**config.mk**
```make
export PLATFORM = sky130hd
export DESIGN_NAME = pair_tx
export DESIGN_NICKNAME = d
export VERILOG_FILES = /design/src/rtl/pair_pkg.sv /design/src/rtl/pair_tx.sv
export SDC_FILE = /design/constraint.sdc
export NUM_CORES = 1
export LEC_CHECK = 0
export CORE_UTILIZATION = 51
export DETAILED_ROUTE_END_ITERATION = 6
export PLACE_DENSITY = 0.83
export SETUP_SLACK_MARGIN = 0.2
export SYNTH_ARGS = -nofsm -noshare
export SYNTH_HDL_FRONTEND = slang
export SYNTH_SLANG_ARGS = --single-unit
export TNS_END_PERCENT = 20
```
**constraint.sdc**
```tcl
create_clock -name clk -period 1.9 [get_ports clk]
set_input_delay 0.38 -clock clk [delete_from_list [all_inputs] [get_ports clk]]
set_output_delay 0.38 -clock clk [all_outputs]
set_load 0.05 [all_outputs]
```
**src/rtl/pair_pkg.sv**
```systemverilog
// Shared definitions for the pair-coded bit line: FSM states, two-bit symbol
// constants and the data-bit encoder used by the transmitter and receivers.
package pair_pkg;

    typedef enum logic [1:0] {
        ST_IDLE = 2'd0,
        ST_PRE  = 2'd1,
        ST_DATA = 2'd2,
        ST_STOP = 2'd3
    } state_e;

    // Symbols are sent MSB first: bit [1] is the first line bit, bit [0] the second.
    localparam logic [1:0] SYM_PRE  = 2'b01;
    localparam logic [1:0] SYM_ONE  = 2'b11;
    localparam logic [1:0] SYM_ZERO = 2'b10;
    localparam logic [1:0] SYM_STOP = 2'b00;

    function automatic logic [1:0] encode(input logic b);
        return b ? SYM_ONE : SYM_ZERO;
    endfunction

endpackage

```
**src/rtl/pair_tx.sv**
```systemverilog
// Pair-code serial transmitter: accepts one word per frame and sends
// preamble, LSB-first data and a stop symbol, one line bit per cycle.
module pair_tx
    import pair_pkg::*;
#(
    parameter int DATA_W    = 8,
    parameter int PRE_PAIRS = 2
) (
    input  logic              clk,
    input  logic              rst_n,
    input  logic [DATA_W-1:0] data_in,
    input  logic              valid_in,
    output logic              ready_out,
    output logic              outp,
    output logic              busy,
    output logic              done
);

    localparam int MAXC = (DATA_W > PRE_PAIRS) ? DATA_W : PRE_PAIRS;
    localparam int CW   = $clog2(MAXC) + 1;
    localparam logic [CW-1:0] PRE_LAST  = CW'(PRE_PAIRS - 1);
    localparam logic [CW-1:0] DATA_LAST = CW'(DATA_W - 1);

    // state_q/half_q/cnt_q describe the line bit currently on outp_q.
    state_e              state_q, state_d;
    logic                half_q, half_d;
    logic [CW-1:0]       cnt_q, cnt_d;
    logic [DATA_W-1:0]   sr_q, sr_d;
    logic                outp_q, outp_d;

    logic [DATA_W-1:0]   sr_shift;
    logic [1:0]          cur_sym, nxt_sym;

    assign sr_shift = sr_q >> 1;
    assign cur_sym  = encode(sr_q[0]);
    assign nxt_sym  = encode(sr_shift[0]);

    always_comb begin
        state_d = state_q;
        half_d  = ~half_q;
        cnt_d   = half_q ? cnt_q + CW'(1) : cnt_q;
        sr_d    = sr_q;
        outp_d  = 1'b0;
        case (state_q)
            ST_IDLE: begin
                half_d = 1'b0;
                cnt_d  = '0;
                if (valid_in) begin
                    sr_d    = data_in;
                    state_d = ST_PRE;
                    outp_d  = SYM_PRE[1];
                end
            end
            ST_PRE: begin
                if (!half_q) begin
                    outp_d = SYM_PRE[0];
                end else if (cnt_q == PRE_LAST) begin
                    state_d = ST_DATA;
                    cnt_d   = '0;
                    outp_d  = cur_sym[1];
                end else begin
                    outp_d = SYM_PRE[1];
                end
            end
            ST_DATA: begin
                if (!half_q) begin
                    outp_d = cur_sym[0];
                end else begin
                    // Symbol complete: next symbol comes from the shifted word.
                    sr_d = sr_shift;
                    if (cnt_q == DATA_LAST) begin
                        state_d = ST_STOP;
                        cnt_d   = '0;
                        outp_d  = SYM_STOP[1];
                    end else begin
                        outp_d = nxt_sym[1];
                    end
                end
            end
            ST_STOP: begin
                if (!half_q) begin
                    outp_d = SYM_STOP[0];
                end else begin
                    state_d = ST_IDLE;
                    half_d  = 1'b0;
                    cnt_d   = '0;
                end
            end
            default: begin
                state_d = ST_IDLE;
                half_d  = 1'b0;
                cnt_d   = '0;
            end
        endcase
    end

    always_ff @(posedge clk or negedge rst_n) begin
        if (!rst_n) begin
            state_q <= ST_IDLE;
            half_q  <= 1'b0;
            cnt_q   <= '0;
            sr_q    <= '0;
            outp_q  <= 1'b0;
        end else begin
            state_q <= state_d;
            half_q  <= half_d;
            cnt_q   <= cnt_d;
            sr_q    <= sr_d;
            outp_q  <= outp_d;
        end
    end

    assign outp      = outp_q;
    assign ready_out = (state_q == ST_IDLE);
    assign busy      = (state_q != ST_IDLE);
    assign done      = (state_q == ST_STOP) && half_q;

endmodule

```
==> flow_metrics.py <==
metrics = {
    "place": {
        "hpwl_um": 1394,
        "dp.cells": 134,
        "dpl_cell_area_um2": 1182,
        "gp_congestion": 0.8649,
        "port_buffers": 14,
    },
    "routing": {
        "first_pass_iters": 4,
        "avgViaCountPerCell": 5.397,
        "drc": 0,
        "num_vias": 761,
        "first_iter_violations": 14,
        "routed_wirelength_um": 2030,
        "routedWlPerCell_um": 14.40,
        "antenna_left": 0,
    },
    "logic_synthesis": {
        "synth-main-ff-cell": "dfrtp_1",
        "synth_edf_count": 0,
        "synthDistinctLibCells": 35,
        "syn-cell-area_um2": 943.4,
        "yosysSeqAreaShare": 0.4244,
        "yosysWarningCount": 0,
        "synth_seq_cells": 16,
        "avgSynthCellArea_um2": 10.25,
        "synthCells": 92,
        "synth_nets": 110,
        "async_flop_share": 1.000,
    },
    "final_layout": {
        "final_cell_mix": "dfrtp_1 (15), nor2_1 (12), clkdlybuf4s50_1 (10)",
        "multiInputGateArea_um2": 526.8,
        "final-seq-area_um2": 401.6,
        "final_area_um2": 1259,
        "drive_above_1_share": 0.2500,
        "fin_util": 0.7290,
        "antennaDiodeCount": 0,
        "final_net_count": 135,
        "fill_cells": 131,
        "areaGrowthSynthToFinish_pct": 33.42,
        "finalNonFillerCells": 141,
        "final_common_cell": "dfrtp_1",
    },
    "grt": {
        "grt_use_total": 0.2213,
        "overflow": 0,
        "antenna_found_initial": 0,
        "first_global_vias": 740,
        "grt_pass1_wl_um": 3111,
        "grt_max_degree": 17,
    },
    "timing": {
        "relSlewSlack": 0.6752,
        "worst_pin_slew_ps": 489.2,
        "clock_skew_ps": 1.861,
        "rsz0062_at_grt": "true",
        "fin_crit_sh": 0.9364,
        "period_needed_ps": 1779,
        "finalSetupViolCount": 0,
        "slew_violations": 0,
        "hold_viol": 0,
        "fmax_mhz": 562.0,
        "fin_setup_tns_ps": 0,
    },
    "critical_path": {
        "cp.required_ps": 1520,
        "worstPathMaxFanout": 5,
        "crit_end": "done",
        "cp_cell_sequence": "ha_2 -> buf_4 -> and2_4 -> buf_12",
        "worstSetupEndpointType": "output port",
        "r2r_end": "state_q[1]$_DFFE_PN0P_",
        "crit_slowest_cell": "dfrtp_2",
        "start_kind": "register",
        "worstPathArrival_ps": 1400,
        "crit_start": "state_q[1]$_DFFE_PN0P_",
        "critPathMaxStageDelay_ps": 460,
        "path_class": "reg2out",
        "r2r-start": "state_q[0]$_DFFE_PN0P_",
        "reg2reg_slack_ps": 160,
        "reg2reg_depth": 6,
    },
    "floorplanning": {
        "die_y_um": 45.01,
        "row_count": 15,
        "die_w_um": 45.01,
        "initial_core_util": 0.5464,
        "ios": 15,
        "core_area_um2": 1727,
        "dieArea_um2": 2026,
    },
    "clocking": {
        "cts.sinks": 16,
        "ctsHoldBuffers": 0,
        "cts_buffers": 3,
        "clk_pin_slew_ps": 90,
        "insertion_delay_ps": 290,
        "cts-root-buf": "clkbuf_4",
        "cts_tree": "built",
        "htreeDepth": 1,
        "clock_path_buffers": 2,
    },
    "hold_path": {
        "min_path_type": "in2async",
    },
    "power": {
        "comb_power_share": 0.632,
        "switching_share": 0.4279,
        "power.switching_mw": 0.9569,
        "ir_drop_uv": 1287,
        "pwr_density_cell_nw_per_um2": 1777,
        "p_int_mw": 1.280,
        "total_power_mw": 2.236,
        "p_clk_frac": 0.101,
        "seq_power_share": 0.267,
        "p_leak_nw": 0.5639,
    },
    "outcome": {
        "outcome": "finished, final reports clean",
    },
    "flow_run": {
        "drv_cap": 0,
    },
}
==> flip-flops by register name (all words and copies together), names as in the netlist <==
| signal | cells |
|---|---|
| cnt_q | 4 |
| half_q | 1 |
| outp | 1 |
| sr_q | 8 |
| state_q | 2 |
==> kinds of logic (layout without fill, tap and decap cells) <==
| family | after synthesis | in the layout | synth area share |
|---|---|---|---|
| XOR/XNOR | 2 | 2 | 0.01857 |
| AND/OR/NAND/NOR | 26 | 26 | 0.1525 |
| adder cells (fa/ha/maj) | 7 | 7 | 0.09283 |
| AO/OA/AOI/OAI | 22 | 22 | 0.1618 |
| multiplexers | 9 | 9 | 0.1008 |
| buffers and inverters | 10 | 34 | 0.04906 |
| flip-flops | 16 | 16 | 0.4244 |
==> power groups by stage <==
stage          clock network (mW)  registers [mW]  logic [mW]
2_1_floorplan                   0           0.602       0.901
5_1_grt                     0.244           0.613        1.53
3_5_place_dp                    0           0.597        1.30
6_report                    0.225           0.598        1.41
4_1_cts                     0.230           0.589        1.31
3_3_place_gp                    0           0.589        1.27
==> worst min-delay path by stage <==
stage	to	slack, ps	cells past startpoint
finish	cnt_q[0]$_DFF_PN0_	400	2
CTS	cnt_q[3]$_DFF_PN0_	410	2
detailed placement	sr_q[0]$_DFFE_PN0P_	510	2
global route	sr_q[3]$_DFFE_PN0P_	410	2
floorplan	cnt_q[0]$_DFF_PN0_	80	0
global placement	sr_q[0]$_DFFE_PN0P_	510	2
==> critical path, delay by kind of cell, from the launching register on <==
kind / cells / cell delay [ps]
buffers and inverters: 2 / 300
AND/OR/NAND/NOR: 1 / 160
flip-flops: 1 / 460
adder cells (fa/ha/maj): 1 / 200
==> per-layer routing <==
| layer | vias to the layer above | GRT usage | wire [um] |
|---|---|---|---|
| met4 | 0 | 0.1030 | 40 |
| li1 | 375 | - | - |
| met1 | 358 | 0.2596 | 835 |
| met5 | - | 0 | 0 |
| met3 | 6 | 0.06800 | 103 |
| met2 | 22 | 0.3681 | 1051 |
==> per-stage QoR <==
stage | setup WS [ps] | hold slack (ps)
floorplan | 235.7 | 84.41
global placement | 176.8 | 505.2
detailed placement | 99.62 | 513.9
CTS | 89.56 | 405.1
global route | 85.43 | 414.5
finish | 120.8 | 397.4
==> Yosys cell counts (2+ instances only) <==
master,number,share of area
ha_1,7,0.093
nor2_1,12,0.048
mux2i_1,8,0.085
dfrtp_1,16,0.42
a31oi_1,2,0.013
inv_1,6,0.024
a21oi_1,9,0.048
a32oi_1,2,0.019
nand2_1,3,0.012
buf_4,2,0.016
==> timing repair <==
action | in CTS | in global routing
gates resized for setup | 1 | 6
setup endpoints to repair | 5 | 13
setup buffers | 0 | 3
endpoints found under the hold margin | 0 | 0
pin swaps | 0 | 1
==> final cells by class <==
| type | count | area share |
|---|---|---|
| inverter | 7 | 0.02087 |
| sequential | 16 | 0.3191 |
| clock buffer | 4 | 0.02883 |
| multi-input combinational | 66 | 0.4185 |
| timing repair buffer | 23 | 0.1879 |
| tap | 25 | 0.02485 |
Note: power is estimated with default switching activity, not from simulation.
